### config.mk
export PLATFORM = sky130hd
export DESIGN_NAME = mesi_multi_ctrl
export DESIGN_NICKNAME = d
export VERILOG_FILES = /design/src/rtl/mesi_multi_ctrl.sv
export SDC_FILE = /design/constraint.sdc
export NUM_CORES = 1
export LEC_CHECK = 0
export CAP_MARGIN = 30
export CORE_ASPECT_RATIO = 1.5
export CORE_MARGIN = 10
export CORE_UTILIZATION = 51
export DETAILED_ROUTE_END_ITERATION = 16
export GPL_TIMING_DRIVEN = 0
export PLACE_DENSITY = 0.88
export SYNTH_ARGS = -nofsm -noshare
export SYNTH_HDL_FRONTEND = slang
export SYNTH_SLANG_ARGS = --single-unit
### constraint.sdc
create_clock -name clock -period 2.5 [get_ports clock]
set_input_delay 0.625 -clock clock [delete_from_list [all_inputs] [get_ports clock]]
set_output_delay 0.625 -clock clock [all_outputs]
set_load 0.01 [all_outputs]
### src/rtl/mesi_multi_ctrl.sv
// Multi-cache MESI coherence controller.
// Holds the MESI state of NUM_CORES private caches x NUM_LINES lines and serves
// one core request at a time: round-robin arbitration in IDLE, a one-cycle
// snoop that works out the outcome, then a one-cycle response that presents
// the bus/memory messages and commits every affected line state.
module mesi_multi_ctrl #(
    parameter int NUM_CORES = 4,
    parameter int NUM_LINES = 4,
    parameter int CORE_W    = $clog2(NUM_CORES),
    parameter int LINE_W    = (NUM_LINES > 1) ? $clog2(NUM_LINES) : 1
) (
    input  logic                        clock,
    input  logic                        resetn,
    input  logic [NUM_CORES-1:0]        req_valid,
    input  logic [NUM_CORES-1:0]        req_write,
    input  logic [NUM_CORES*LINE_W-1:0] req_line,
    output logic [CORE_W-1:0]           grant_core,
    output logic                        busy,
    output logic                        done,
    output logic [1:0]                  bus_out,
    output logic [1:0]                  mem_out,
    input  logic [CORE_W-1:0]           dbg_core,
    input  logic [LINE_W-1:0]           dbg_line,
    output logic [1:0]                  dbg_state
);

    localparam logic [1:0] ST_I = 2'd0;
    localparam logic [1:0] ST_S = 2'd1;
    localparam logic [1:0] ST_E = 2'd2;
    localparam logic [1:0] ST_M = 2'd3;

    localparam logic [1:0] BUS_NONE = 2'd0;
    localparam logic [1:0] BUS_RD   = 2'd1;
    localparam logic [1:0] BUS_RDX  = 2'd2;
    localparam logic [1:0] BUS_UPGR = 2'd3;

    localparam logic [1:0] MEM_NONE = 2'd0;
    localparam logic [1:0] MEM_RD   = 2'd1;
    localparam logic [1:0] MEM_WB   = 2'd2;

    typedef enum logic [1:0] {FSM_IDLE, FSM_SNOOP, FSM_RESP} fsm_t;
    // What happens to the copies held by the non-requesting caches.
    typedef enum logic [1:0] {OTH_KEEP, OTH_TO_S, OTH_TO_I} oth_t;

    fsm_t                fsm_reg, fsm_next;
    logic [CORE_W-1:0]   ptr_reg;
    logic [CORE_W-1:0]   core_reg;
    logic                write_reg;
    logic [LINE_W-1:0]   line_reg;
    logic [1:0]          bus_reg, mem_reg, req_new_reg;
    oth_t                oth_reg;

    logic [CORE_W-1:0]   cand, pick;
    logic                pick_valid;
    logic [1:0]          req_state;
    logic                other_m, other_v;
    logic [1:0]          bus_calc, mem_calc, req_new_calc;
    oth_t                oth_calc;
    logic                commit;

    logic [NUM_CORES-1:0][NUM_LINES-1:0][1:0] line_state;

    // Round-robin pick: first requesting core searching upward from ptr_reg+1.
    always_comb begin
        cand       = '0;
        pick       = '0;
        pick_valid = 1'b0;
        for (int i = 1; i <= NUM_CORES; i++) begin
            cand = CORE_W'((int'(ptr_reg) + i) % NUM_CORES);
            if (!pick_valid && req_valid[cand]) begin
                pick_valid = 1'b1;
                pick       = cand;
            end
        end
    end

    // Snoop the other caches and derive the transaction outcome.
    always_comb begin
        req_state    = line_state[core_reg][line_reg];
        other_m      = 1'b0;
        other_v      = 1'b0;
        for (int c = 0; c < NUM_CORES; c++) begin
            if (CORE_W'(c) != core_reg) begin
                if (line_state[CORE_W'(c)][line_reg] == ST_M) other_m = 1'b1;
                if (line_state[CORE_W'(c)][line_reg] != ST_I) other_v = 1'b1;
            end
        end
        bus_calc     = BUS_NONE;
        mem_calc     = MEM_NONE;
        req_new_calc = req_state;
        oth_calc     = OTH_KEEP;
        if (!write_reg) begin
            if (req_state == ST_I) begin
                bus_calc     = BUS_RD;
                mem_calc     = other_m ? MEM_WB : MEM_RD;
                req_new_calc = other_v ? ST_S : ST_E;
                oth_calc     = other_v ? OTH_TO_S : OTH_KEEP;
            end
        end else begin
            case (req_state)
                ST_M: ;
                ST_E: req_new_calc = ST_M;
                ST_S: begin
                    bus_calc     = BUS_UPGR;
                    req_new_calc = ST_M;
                    oth_calc     = OTH_TO_I;
                end
                default: begin
                    bus_calc     = BUS_RDX;
                    mem_calc     = other_m ? MEM_WB : MEM_RD;
                    req_new_calc = ST_M;
                    oth_calc     = OTH_TO_I;
                end
            endcase
        end
    end

    // Next-state logic of the transaction sequencer.
    always_comb begin
        fsm_next = fsm_reg;
        case (fsm_reg)
            FSM_IDLE:  if (pick_valid) fsm_next = FSM_SNOOP;
            FSM_SNOOP: fsm_next = FSM_RESP;
            FSM_RESP:  fsm_next = FSM_IDLE;
            default:   fsm_next = FSM_IDLE;
        endcase
    end

    // Sequencer state, latched request and registered response messages.
    always_ff @(posedge clock) begin
        if (!resetn) begin
            fsm_reg     <= FSM_IDLE;
            ptr_reg     <= CORE_W'(NUM_CORES - 1);
            core_reg    <= '0;
            write_reg   <= 1'b0;
            line_reg    <= '0;
            bus_reg     <= BUS_NONE;
            mem_reg     <= MEM_NONE;
            req_new_reg <= ST_I;
            oth_reg     <= OTH_KEEP;
        end else begin
            fsm_reg <= fsm_next;
            bus_reg <= BUS_NONE;
            mem_reg <= MEM_NONE;
            if (fsm_reg == FSM_IDLE && pick_valid) begin
                core_reg  <= pick;
                ptr_reg   <= pick;
                write_reg <= req_write[pick];
                line_reg  <= req_line[int'(pick)*LINE_W +: LINE_W];
            end
            if (fsm_reg == FSM_SNOOP) begin
                bus_reg     <= bus_calc;
                mem_reg     <= mem_calc;
                req_new_reg <= req_new_calc;
                oth_reg     <= oth_calc;
            end
        end
    end

    assign commit = (fsm_reg == FSM_RESP);

    // One state row per cache; all rows update together at the end of RESP.
    for (genvar gi = 0; gi < NUM_CORES; gi++) begin : g_core
        logic [NUM_LINES-1:0][1:0] row_reg;

        // Commit the requester's new state and the snoop effect on this cache.
        always_ff @(posedge clock) begin
            if (!resetn) begin
                row_reg <= '0;
            end else if (commit) begin
                if (core_reg == CORE_W'(gi)) begin
                    row_reg[line_reg] <= req_new_reg;
                end else if (oth_reg == OTH_TO_I) begin
                    row_reg[line_reg] <= ST_I;
                end else if (oth_reg == OTH_TO_S && row_reg[line_reg] != ST_I) begin
                    row_reg[line_reg] <= ST_S;
                end
            end
        end

        assign line_state[gi] = row_reg;
    end

    assign grant_core = core_reg;
    assign busy       = (fsm_reg != FSM_IDLE);
    assign done       = (fsm_reg == FSM_RESP);
    assign bus_out    = bus_reg;
    assign mem_out    = mem_reg;
    assign dbg_state  = line_state[dbg_core][dbg_line];

endmodule

==> results of run 1 <==
## layout make-up
cell class,instances,area [µm²]
clock buffers,5,68.8
clock inverters,3,68.8
flip-flops and latches,49,981
multi-input cells,221,1740
fillers,424,2060
well taps,70,87.6
repair buffers,28,277
plain buffers,16,110
inverters,3,11.3
## kinds of logic (layout without fill, tap and decap cells)
kind of cell	after synthesis	count (layout)	share of synthesized area, %
compound gates	48	48	12.4
xor+xnor	1	1	0.310
buf+inv	19	55	3.72
flops	49	49	34.7
mux	50	50	26.5
other cells	1	1	0.133
simple gates	121	121	22.2
## power by group through the flow
| stage | Clock, mW | Combinational (mW) | Sequential, mW |
|---|---|---|---|
| final | 0.678 | 0.437 | 0.847 |
| after global routing | 0.705 | 0.473 | 0.852 |
| after CTS | 0.678 | 0.435 | 0.845 |
| after detailed placement | 0 | 0.431 | 0.863 |
| after global placement | 0 | 0.419 | 0.862 |
| after floorplan | 0 | 0.306 | 0.857 |
## tightest hold or removal path, cell delays in order, from the launching register on
cell and delay [ns]:
sky130_fd_sc_hd__dfxtp_1 0.35, sky130_fd_sc_hd__nand2_1 0.06, sky130_fd_sc_hd__mux2i_1 0.06
## repair_timing
action,in CTS,in global routing
pin swaps,0,0
endpoints found under the hold margin,0,0
endpoints found under the setup margin,2,2
gates resized for setup,14,0
## worst max-delay path by stage
stage / startpoint / cells past startpoint / endpoint / slack, ns
after floorplan: dbg_core[0] / 3 / dbg_state[1] / 0.004
after global placement: dbg_core[0] / 4 / dbg_state[0] / -0.50
after CTS: dbg_core[0] / 4 / dbg_state[1] / 0.009
final: dbg_core[0] / 4 / dbg_state[1] / 0.01
after detailed placement: dbg_core[0] / 4 / dbg_state[0] / -0.51
after global routing: dbg_core[0] / 4 / dbg_state[1] / -0.01
## cell usage in the layout (no fill, tap or decap), types with 4 or more instances in the layout
| cell type | Yosys | final |
|---|---|---|
| sky130_fd_sc_hd__dfxtp_1 | 49 | 49 |
| sky130_fd_sc_hd__nand2_1 | 38 | 38 |
| sky130_fd_sc_hd__mux2i_1 | 28 | 28 |
| sky130_fd_sc_hd__clkdlybuf4s50_1 | 0 | 26 |
| sky130_fd_sc_hd__mux4_2 | 17 | 17 |
| sky130_fd_sc_hd__nor2_1 | 17 | 17 |
| sky130_fd_sc_hd__nand3_1 | 14 | 14 |
| sky130_fd_sc_hd__nor2b_1 | 11 | 11 |
| sky130_fd_sc_hd__nand2b_1 | 10 | 10 |
| sky130_fd_sc_hd__o21ai_0 | 8 | 8 |
| sky130_fd_sc_hd__and2_1 | 8 | 8 |
| sky130_fd_sc_hd__o21ai_1 | 8 | 8 |
| sky130_fd_sc_hd__clkbuf_1 | 8 | 7 |
| sky130_fd_sc_hd__a221oi_1 | 6 | 6 |
| sky130_fd_sc_hd__nor3_1 | 5 | 5 |
| sky130_fd_sc_hd__clkbuf_8 | 0 | 5 |
| sky130_fd_sc_hd__nor3b_1 | 4 | 4 |
| sky130_fd_sc_hd__o311ai_1 | 4 | 4 |
| sky130_fd_sc_hd__nand2_2 | 4 | 4 |
| sky130_fd_sc_hd__o211ai_1 | 4 | 4 |
| sky130_fd_sc_hd__a21oi_1 | 4 | 4 |
## per-layer routing
metal	vias to the layer above	share of wire, %	GRT usage, %
li1	1136	-	-
met1	1166	35	16.9
met2	141	52	30.9
met3	41	6.4	3.73
met4	0	6.5	12.5
met5	-	0	0
## through the flow
| step | cells | hold slack, ns | TNS, ns | instance area, µm² | utilization (%) |
|---|---|---|---|---|---|
| finish | 395 | 0.511 | 0 | 3350 | 61.9 |
| global placement | 387 | 0.482 | -1.01 | 3200 | 59.1 |
| global route | 395 | 0.550 | -0.0177 | 3350 | 61.9 |
| floorplan | 289 | 0.457 | 0 | 2830 | - |
| detailed placement | 387 | 0.493 | -1.01 | 3200 | 59.1 |
| CTS | 395 | 0.503 | 0 | 3350 | 61.9 |
==> qor_table.md, run 1 <==
| Item | Reported | Unit |
|---|---|---|
| Number of buffers and inverters on the critical path | 2 | - |
| # IOs | 32 | - |
| Signal arrival time at the worst endpoint | 1.86 | ns |
| Ant. Diodes | 0 | - |
| Switching power as a share of total power | 27.6 | % |
| YS warnings | 0 | - |
| Combinational power share | 22.3 | % |
| Worst setup EP type | output port | - |
| Worst-path cell with the longest stage delay | sky130_fd_sc_hd__mux4_2 | - |
| Count of final max-slew check failures | 0 | - |
| DRC | 0 | - |
| Average routed wire per standard cell | 19.1 | µm |
| Tcrit/Tclk final | 99.5 | % |
| Post-Syn Area per Cell | 9.78 | µm² |
| Endpoints failing hold | 0 | - |
| Worst hold path class | register to register | - |
| NetSw | 0.541 | mW |
| Run status | complete, no violations | - |
| Layout Nets | 346 | - |
| Maximum resistive drop on vdd | 0.385 | mV |
| Residual antenna-violating net count after detailed routing | 0 | - |
| Cell with the most instances on the worst path | sky130_fd_sc_hd__mux4_2 | - |
| Critical path cell sequence | buf_12 > mux4_2 > mux4_2 > buf_6 | - |
| Initial antenna violation count | 0 | - |
| Capture instance of the worst register-to-register path | oth_reg[0]$_SDFFE_PN0P_ | - |
| Last weighted congestion value of the routability-driven placer | 0.997 | - |
| First-pass iteration count of the detailed router | 5 | - |
| Number of distinct library cell variants in the gate-level netlist after synthesis | 48 | - |
| Std-Cell Rows | 33 | - |
| Part of the Yosys area used for sequential elements | 34.7 | % |
| P&R area growth vs syn | 18.3 | % |
| Tot Pwr | 1.96 | mW |
| Post-synthesis instance area | 2830 | µm² |
| Internal power | 1.42 | mW |
| Flops & latches, synth | 49 | - |
| HPWL after detailed placement | 5890 | µm |
| Biggest area contributors in the synthesized netlist | sky130_fd_sc_hd__dfxtp_1, sky130_fd_sc_hd__mux4_2, sky130_fd_sc_hd__mux2i_1 | - |
| Cts hold-fix bufs | 0 | - |
| Number of synthesized flops with an enable pin | 0 | - |
| Slew at the pin closest to its max-slew limit | 0.513 | ns |
| R2R depth | 6 | - |
| Clk_lat worst skew | 0.31 | ns |
| Total clock sinks | 49 | - |
| Standard cell core area | 5410 | µm² |
| CP peak stage delay | 0.50 | ns |
| CP Max Fanout | 8 | - |
| Total congestion overflow after global routing | 0 | - |
| Global-route wire length before repair | 12500 | µm |
| Post-synth top area cell | sky130_fd_sc_hd__dfxtp_1 | - |
| # H-tree levels | 2 | - |
| Clock buffer depth | 2 | - |
| Full die area | 8980 | µm² |
| Setup repair after global routing missed its margin | true | - |
| Pin count of the biggest net entering global routing | 17 | - |
| Reg-to-Reg Start | grant_core[0]$_SDFFE_PN0P_ | - |
| Startpoint-to-endpoint class of the critical path | input port to output port | - |
| Post-CTS Setup Repair Bufs | 0 | - |
| CTS tree | built | - |
| Clock-pin slew of the registers on the worst-case setup and hold paths | 0.09 | ns |
| Clock root cell | sky130_fd_sc_hd__clkbuf_8 | - |
| Detailed-route wire length | 7550 | µm |
| Effective utilization at floorplan | 52.3 | % |
| Final critical-path required period | 2.49 | ns |
| Power per cell area | 587 | nW/µm² |
| Ys flop type | sky130_fd_sc_hd__dfxtp_1 | - |
| Gr usage total | 17.5 | % |
| Area fraction of the dominant cell type after synthesis | 34.7 | % |
| Achievable Freq | 0.402 | GHz |
| Worst slack after detailed placement | -0.506 | ns |
| Flop pwr share | 43.2 | % |
| Starting DRT DRC Count | 294 | - |
| Per-cell via count in the routed design | 6.29 | - |
| Share of power burned in the clock network | 34.5 | % |
| Share of cells above drive strength 1 | 15.4 | % |
| Cell types with the highest counts after synthesis | sky130_fd_sc_hd__dfxtp_1, sky130_fd_sc_hd__nand2_1, sky130_fd_sc_hd__mux2i_1 | - |
| Die boundary height | 111 | µm |
| Max Cap Violations | 0 | - |
| FFs w/ async S/R, synth | 0 | % |
| TritonCTS buffer count | 5 | - |
| Number of stages on the worst hold path | 2 | - |
| Cell family contributing the most delay on the critical path | multiplexers | - |
| Static power due to leakage | 1.31 | nW |
| Final clock skew | 0.00861 | ns |
| Setup slack, reg-to-reg | 0.66 | ns |
| Required time reported for the critical path endpoint | 1.88 | ns |
| Vias in the first global route | 2618 | - |
| Port buffer count | 28 | - |
| Number of setup violations in the final report | 0 | - |
| Cells after Synth | 289 | - |
| Via total after detailed routing | 2484 | - |
| Synthesized netlist net count | 311 | - |
| Width of the die | 80.8 | µm |
| Final WS setup | 0.0135 | ns |
| Kind of start point of the critical path | input port | - |
| Most common cell in the synthesized netlist | sky130_fd_sc_hd__dfxtp_1 | - |
| Remaining max-slew budget at the tightest pin | 64.8 | % |
Note: power is estimated with default switching activity, not from simulation.
==> inputs of run 2 (changes only) <==
--- a/config.mk
+++ b/config.mk
@@ -7,7 +7,7 @@
 export LEC_CHECK = 0
 export CAP_MARGIN = 30
 export CORE_ASPECT_RATIO = 1.5
-export CORE_MARGIN = 10
+export CORE_MARGIN = 4
 export CORE_UTILIZATION = 51
 export DETAILED_ROUTE_END_ITERATION = 16
 export GPL_TIMING_DRIVEN = 0
==> constraint.sdc (replaced) <==
create_clock -name clock -period 2.5 [get_ports clock]
set_input_delay 0.75 -clock clock [delete_from_list [all_inputs] [get_ports clock]]
set_output_delay 0.75 -clock clock [all_outputs]
set_load 0.01 [all_outputs]
==> run 2 against run 1 <==
The flow now finishes with violations (negative setup slack). Die area decreased by 24%. Total power shrank 5.1%. Clock power down 15%. Critical path type unchanged. Flip-flop and latch count is the same. Maximum frequency is 9.4% lower. Critical endpoint is now dbg_state[0]. Sequential power hardly changed. Combinational power is 2% higher. First-iteration DRC count down 33%.
==> qor_table.md, run 2 (same netlist as run 1, synthesis figures left out) <==
| Item | Reported | Unit |
|---|---|---|
| CTS tree | built | - |
| Total congestion overflow after global routing | 0 | - |
| HPWL after detailed placement | 5560 | µm |
| Pin count of the biggest net entering global routing | 16 | - |
| Post-CTS Setup Repair Bufs | 0 | - |
| Fillers | 439 | - |
| Most common library cell in the layout ignoring fill and taps | sky130_fd_sc_hd__dfxtp_1 | - |
| Cts hold-fix bufs | 0 | - |
| Standard cell core area | 5250 | µm² |
| Layout Nets | 346 | - |
| Signal arrival time at the worst endpoint | 2.00 | ns |
| Final instance area | 3310 | µm² |
| # IOs | 32 | - |
| Worst hold path class | register to register | - |
| TritonCTS buffer count | 5 | - |
| Starting DRT DRC Count | 197 | - |
| Resize count post-CTS | 8 | - |
| Reg-to-Reg Start | grant_core[0]$_SDFFE_PN0P_ | - |
| Residual antenna-violating net count after detailed routing | 0 | - |
| Initial antenna violation count | 0 | - |
| Total negative setup slack | -0.470 | ns |
| Die boundary height | 99.2 | µm |
| R2R depth | 6 | - |
| Max Cap Violations | 0 | - |
| Setup slack, reg-to-reg | 0.51 | ns |
| Effective utilization at floorplan | 53.9 | % |
| Slew at the pin closest to its max-slew limit | 0.588 | ns |
| Final WS setup | -0.245 | ns |
| DP Area | 3210 | µm² |
| Per-cell via count in the routed design | 6.28 | - |
| Number of setup violations in the final report | 2 | - |
| Count of final max-slew check failures | 0 | - |
| Via total after detailed routing | 2467 | - |
| CP Max Fanout | 8 | - |
| Final clock skew | 0.0149 | ns |
| Endpoints failing hold | 0 | - |
| Capture instance of the worst register-to-register path | req_new_reg[0]$_SDFFE_PN0P_ | - |
| Port buffer count | 28 | - |
| Width of the die | 68.8 | µm |
| Setup repair after global routing missed its margin | true | - |
| P&R area growth vs syn | 17.1 | % |
| Most used cells in the layout excluding fill and tap cells | sky130_fd_sc_hd__dfxtp_1, sky130_fd_sc_hd__nand2_1, sky130_fd_sc_hd__mux2i_1 | - |
| First-pass iteration count of the detailed router | 4 | - |
| Detailed-route wire length | 7350 | µm |
| Tcrit/Tclk final | 110 | % |
| Full die area | 6820 | µm² |
| Required time reported for the critical path endpoint | 1.75 | ns |
| Vias in the first global route | 2505 | - |
| Number of stages on the worst hold path | 2 | - |
| Static power due to leakage | 1.30 | nW |
| Ant. Diodes | 0 | - |
| Global-route wire length before repair | 11900 | µm |
| Startpoint-to-endpoint class of the critical path | input port to output port | - |
| Share of cells above drive strength 1 | 15.1 | % |
| Average routed wire per standard cell | 18.7 | µm |
| Remaining max-slew budget at the tightest pin | 60.8 | % |
| Clock buffer depth | 2 | - |
| Violated checks | negative setup slack | - |
| Clock root cell | sky130_fd_sc_hd__clkbuf_8 | - |
| Area taken by flip-flops and latches | 981 | µm² |
| Clock-pin slew of the registers on the worst-case setup and hold paths | 0.10 | ns |
| Std-Cell Rows | 32 | - |
| Final critical-path required period | 2.75 | ns |
| Clk_lat worst skew | 0.31 | ns |
| Run status | finished, violations left | - |
| Power per cell area | 563 | nW/µm² |
| Tot Pwr | 1.86 | mW |
| DRC | 0 | - |
| Gr usage total | 23.5 | % |
| Total clock sinks | 49 | - |
| Last weighted congestion value of the routability-driven placer | 0.924 | - |
| Maximum resistive drop on vdd | 0.469 | mV |
| Achievable Freq | 0.364 | GHz |
| Worst setup EP type | output port | - |
| Kind of start point of the critical path | input port | - |
| Footprint of the multi-input gates | 1740 | µm² |
| # H-tree levels | 2 | - |
==> run 2: power breakdown <==
group	total, mW	switching (mW)	internal (mW)
clock	0.573	0.272	0.301
sequential	0.846	0.0320	0.814
combinational	0.444	0.240	0.204
==> run 2: critical path: stages <==
cell                     delay, ns
sky130_fd_sc_hd__buf_12       0.11
sky130_fd_sc_hd__mux4_2       0.53
sky130_fd_sc_hd__mux4_2       0.45
sky130_fd_sc_hd__buf_2        0.15
==> run 2: layout make-up <==
class                   count  area share [%]
plain buffers              16            3.33
clock inverters             2            1.17
inverters                   3           0.340
well taps                  68            2.57
clock buffers               6            2.19
flip-flops and latches     49            29.6
repair buffers             28            8.16
multi-input cells         221            52.6
==> run 2: through the flow <==
stage / setup slack, ns / util [%] / hold WS [ns] / std cells
2_1_floorplan: -0.0915 / - / 0.457 / 289
3_5_place_dp: -0.596 / 61.2 / 0.488 / 385
5_1_grt: -0.275 / 63.1 / 0.519 / 393
6_report: -0.245 / 63.1 / 0.512 / 393
3_3_place_gp: -0.579 / 61.2 / 0.473 / 385
4_1_cts: -0.249 / 63.1 / 0.506 / 393
==> run 2: metal layers <==
| metal | global-route usage (%) | up-vias | wire [µm] | share of wire (%) |
|---|---|---|---|---|
| met4 | 17.4 | 0 | 453 | 6.2 |
| met5 | 0 | - | 0 | 0 |
| li1 | - | 1131 | - | - |
| met3 | 3.62 | 33 | 421 | 5.7 |
| met2 | 40.3 | 119 | 3950 | 54 |
| met1 | 24.8 | 1184 | 2520 | 34 |
==> run 2: worst max-delay path by stage <==
stage	start	to	slack [ns]
2_1_floorplan	dbg_core[0]	dbg_state[1]	-0.09
6_report	dbg_core[0]	dbg_state[0]	-0.25
4_1_cts	dbg_core[0]	dbg_state[0]	-0.25
3_3_place_gp	dbg_core[0]	dbg_state[0]	-0.58
5_1_grt	dbg_core[0]	dbg_state[0]	-0.27
3_5_place_dp	dbg_core[0]	dbg_state[0]	-0.60
==> inputs of run 3 (changes only) <==
--- a/config.mk
+++ b/config.mk
@@ -8,10 +8,11 @@
 export CAP_MARGIN = 30
 export CORE_ASPECT_RATIO = 1.5
 export CORE_MARGIN = 4
-export CORE_UTILIZATION = 51
+export CORE_UTILIZATION = 56
+export CTS_CLUSTER_SIZE = 12
 export DETAILED_ROUTE_END_ITERATION = 16
 export GPL_TIMING_DRIVEN = 0
-export PLACE_DENSITY = 0.88
+export PLACE_DENSITY = 0.92
 export SYNTH_ARGS = -nofsm -noshare
 export SYNTH_HDL_FRONTEND = slang
 export SYNTH_SLANG_ARGS = --single-unit
==> constraint.sdc (replaced) <==
create_clock -name clock -period 3 [get_ports clock]
set_input_delay 0.9 -clock clock [delete_from_list [all_inputs] [get_ports clock]]
set_output_delay 0.9 -clock clock [all_outputs]
set_load 0.01 [all_outputs]
==> run 3 against run 2 <==
Die area shrank 8.1%. Register-to-register slack better by 0.59 ns. Core utilization increased by 5.3 points. Global-route usage is 2.4 points higher. Via count decreased by 0.16%. The flow still finishes with violations (negative setup slack). Sequential power decreased by 16%.
==> qor_table.md, run 3 (same netlist as run 1, synthesis figures left out) <==
| Item | Reported | Unit |
|---|---|---|
| Run status | finished, violations left | - |
| Violated checks | negative setup slack | - |
| Startpoint-to-endpoint class of the critical path | input port to output port | - |
| Tcrit/Tclk final | 102 | % |
| Highest routing layer actually used | met4 | - |
| Static power due to leakage | 1.30 | nW |
| Standard cell core area | 4850 | µm² |
| Full die area | 6270 | µm² |
| Final instance area | 3320 | µm² |
| Worst setup EP type | output port | - |
| Detail Route met2 WL | 3920 | µm |
| HPWL after detailed placement | 5620 | µm |
| Last weighted congestion value of the routability-driven placer | 0.931 | - |
| Std-Cell Rows | 31 | - |
| DP Area | 3190 | µm² |
| Signal arrival time at the worst endpoint | 2.15 | ns |
| DRC | 0 | - |
| Number of stages on the worst hold path | 2 | - |
| Per-cell via count in the routed design | 6.30 | - |
| Pin count of the biggest net entering global routing | 15 | - |
| # H-tree levels | 2 | - |
| Maximum resistive drop on vdd | 0.316 | mV |
| Via total after detailed routing | 2463 | - |
| Most common library cell in the layout ignoring fill and taps | sky130_fd_sc_hd__dfxtp_1 | - |
| Most used cells in the layout excluding fill and tap cells | sky130_fd_sc_hd__dfxtp_1, sky130_fd_sc_hd__nand2_1, sky130_fd_sc_hd__mux2i_1 | - |
| Remaining max-slew budget at the tightest pin | 56.7 | % |
| Power per cell area | 472 | nW/µm² |
| Final core area utilization | 68.5 | % |
| Vias in the first global route | 2518 | - |
| Max Cap Violations | 0 | - |
| Count of final max-slew check failures | 0 | - |
| CP Max Fanout | 8 | - |
| Required time reported for the critical path endpoint | 2.10 | ns |
| Average routed wire per standard cell | 19.0 | µm |
| Number of setup violations in the final report | 2 | - |
| Final clock skew | 0.00272 | ns |
| Clock buffer depth | 2 | - |
| Share of cells above drive strength 1 | 15.1 | % |
| Residual antenna-violating net count after detailed routing | 0 | - |
| Width of the die | 66.0 | µm |
| Total congestion overflow after global routing | 0 | - |
| Detailed-route wire length | 7440 | µm |
| Initial antenna violation count | 0 | - |
| Setup repair after global routing missed its margin | true | - |
| Final WS setup | -0.0499 | ns |
| Fillers | 375 | - |
| Achievable Freq | 0.328 | GHz |
| Die boundary height | 95.0 | µm |
| Worst hold path class | register to register | - |
| First-pass iteration count of the detailed router | 5 | - |
| Kind of start point of the critical path | input port | - |
| Worst slack after detailed placement | -0.484 | ns |
| Endpoints failing hold | 0 | - |
| Routed length on met3 | 446 | µm |
| R2R depth | 6 | - |
| # IOs | 32 | - |
| Sum of routed wire segments on met1 | 2710 | µm |
| Clock-pin slew of the registers on the worst-case setup and hold paths | 0.08 | ns |
| Capture point of the critical path | dbg_state[1] | - |
| Setup slack, reg-to-reg | 1.10 | ns |
| CTS tree | built | - |
| Final critical-path required period | 3.05 | ns |
| Start point of the critical path | dbg_core[0] | - |
| Slew at the pin closest to its max-slew limit | 0.642 | ns |
| P&R area growth vs syn | 17.4 | % |
| Gr usage total | 26.0 | % |
| Total clock sinks | 49 | - |
| Starting DRT DRC Count | 194 | - |
| Clock root cell | sky130_fd_sc_hd__clkbuf_8 | - |
| Layout Nets | 346 | - |
| Reg-to-Reg Start | line_reg[0]$_SDFFE_PN0P_ | - |
| Capture instance of the worst register-to-register path | oth_reg[0]$_SDFFE_PN0P_ | - |
| Global-route wire length before repair | 12400 | µm |
| Effective utilization at floorplan | 58.3 | % |
| Clk_lat worst skew | 0.30 | ns |
| Port buffer count | 28 | - |
| Cts hold-fix bufs | 0 | - |
| TritonCTS buffer count | 5 | - |
| Ant. Diodes | 0 | - |
-- run 3: changes by cell type in the layout (fill, tap and decap cells not counted), sizes merged --
cell,delta
clkinv,-1
clkbuf,+1
-- run 3: worst max-delay path, cell delays in order --
cell                     delay, ns
sky130_fd_sc_hd__buf_12       0.11
sky130_fd_sc_hd__mux4_2       0.52
sky130_fd_sc_hd__mux4_2       0.48
sky130_fd_sc_hd__buf_6        0.14
-- run 3: how the worst min path moves through the flow --
| stage | slack, ns | from | endpoint |
|---|---|---|---|
| floorplan | 0.46 | g_core[0].row_reg[7]$_SDFFE_PN0P_ | g_core[0].row_reg[7]$_SDFFE_PN0P_ |
| CTS | 0.50 | g_core[1].row_reg[3]$_SDFFE_PN0P_ | g_core[1].row_reg[3]$_SDFFE_PN0P_ |
| global placement | 0.47 | g_core[0].row_reg[5]$_SDFFE_PN0P_ | g_core[0].row_reg[5]$_SDFFE_PN0P_ |
| finish | 0.51 | g_core[1].row_reg[5]$_SDFFE_PN0P_ | g_core[1].row_reg[5]$_SDFFE_PN0P_ |
| detailed placement | 0.48 | g_core[0].row_reg[5]$_SDFFE_PN0P_ | g_core[0].row_reg[5]$_SDFFE_PN0P_ |
| global route | 0.53 | g_core[1].row_reg[5]$_SDFFE_PN0P_ | g_core[1].row_reg[5]$_SDFFE_PN0P_ |
-- run 3: timing repair --
| action | CTS | global route |
|---|---|---|
| setup endpoints to repair | 2 | 2 |
| gates resized for setup | 13 | 0 |
| buffers inserted | 0 | 0 |
| endpoints found under the hold margin | 0 | 0 |
-- run 3: final cells by class --
type	instances	area (µm²)	area share (%)
plain buffers	16	110	3.32
well taps	66	82.6	2.49
clock inverters	1	30.0	0.905
multi-input cells	221	1740	52.5
inverters	3	11.3	0.339
flip-flops and latches	49	981	29.6
repair buffers	28	277	8.33
clock buffers	7	86.3	2.60
-- run 3: per-layer routing --
layer  up-vias  track usage [%]
li1       1134                -
met1      1171             29.3
met2       128             45.4
met3        30             4.36
met4         0             14.9
met5         -                0
-- run 3: through the flow --
step,hold slack (ns),cells,setup TNS (ns),power (mW)
global route,0.533,391,-0.152,1.63
global placement,0.474,383,-0.923,1.07
floorplan,0.457,289,0,0.970
detailed placement,0.483,383,-0.956,1.08
finish,0.508,391,-0.0940,1.57
CTS,0.503,391,-0.0942,1.56
-- run 3: report_power, final --
group          switching [mW]  internal [mW]  total [mW]
sequential             0.0291          0.678       0.708
clock                   0.214          0.272       0.486
combinational           0.202          0.170       0.372
total                   0.445           1.12        1.57
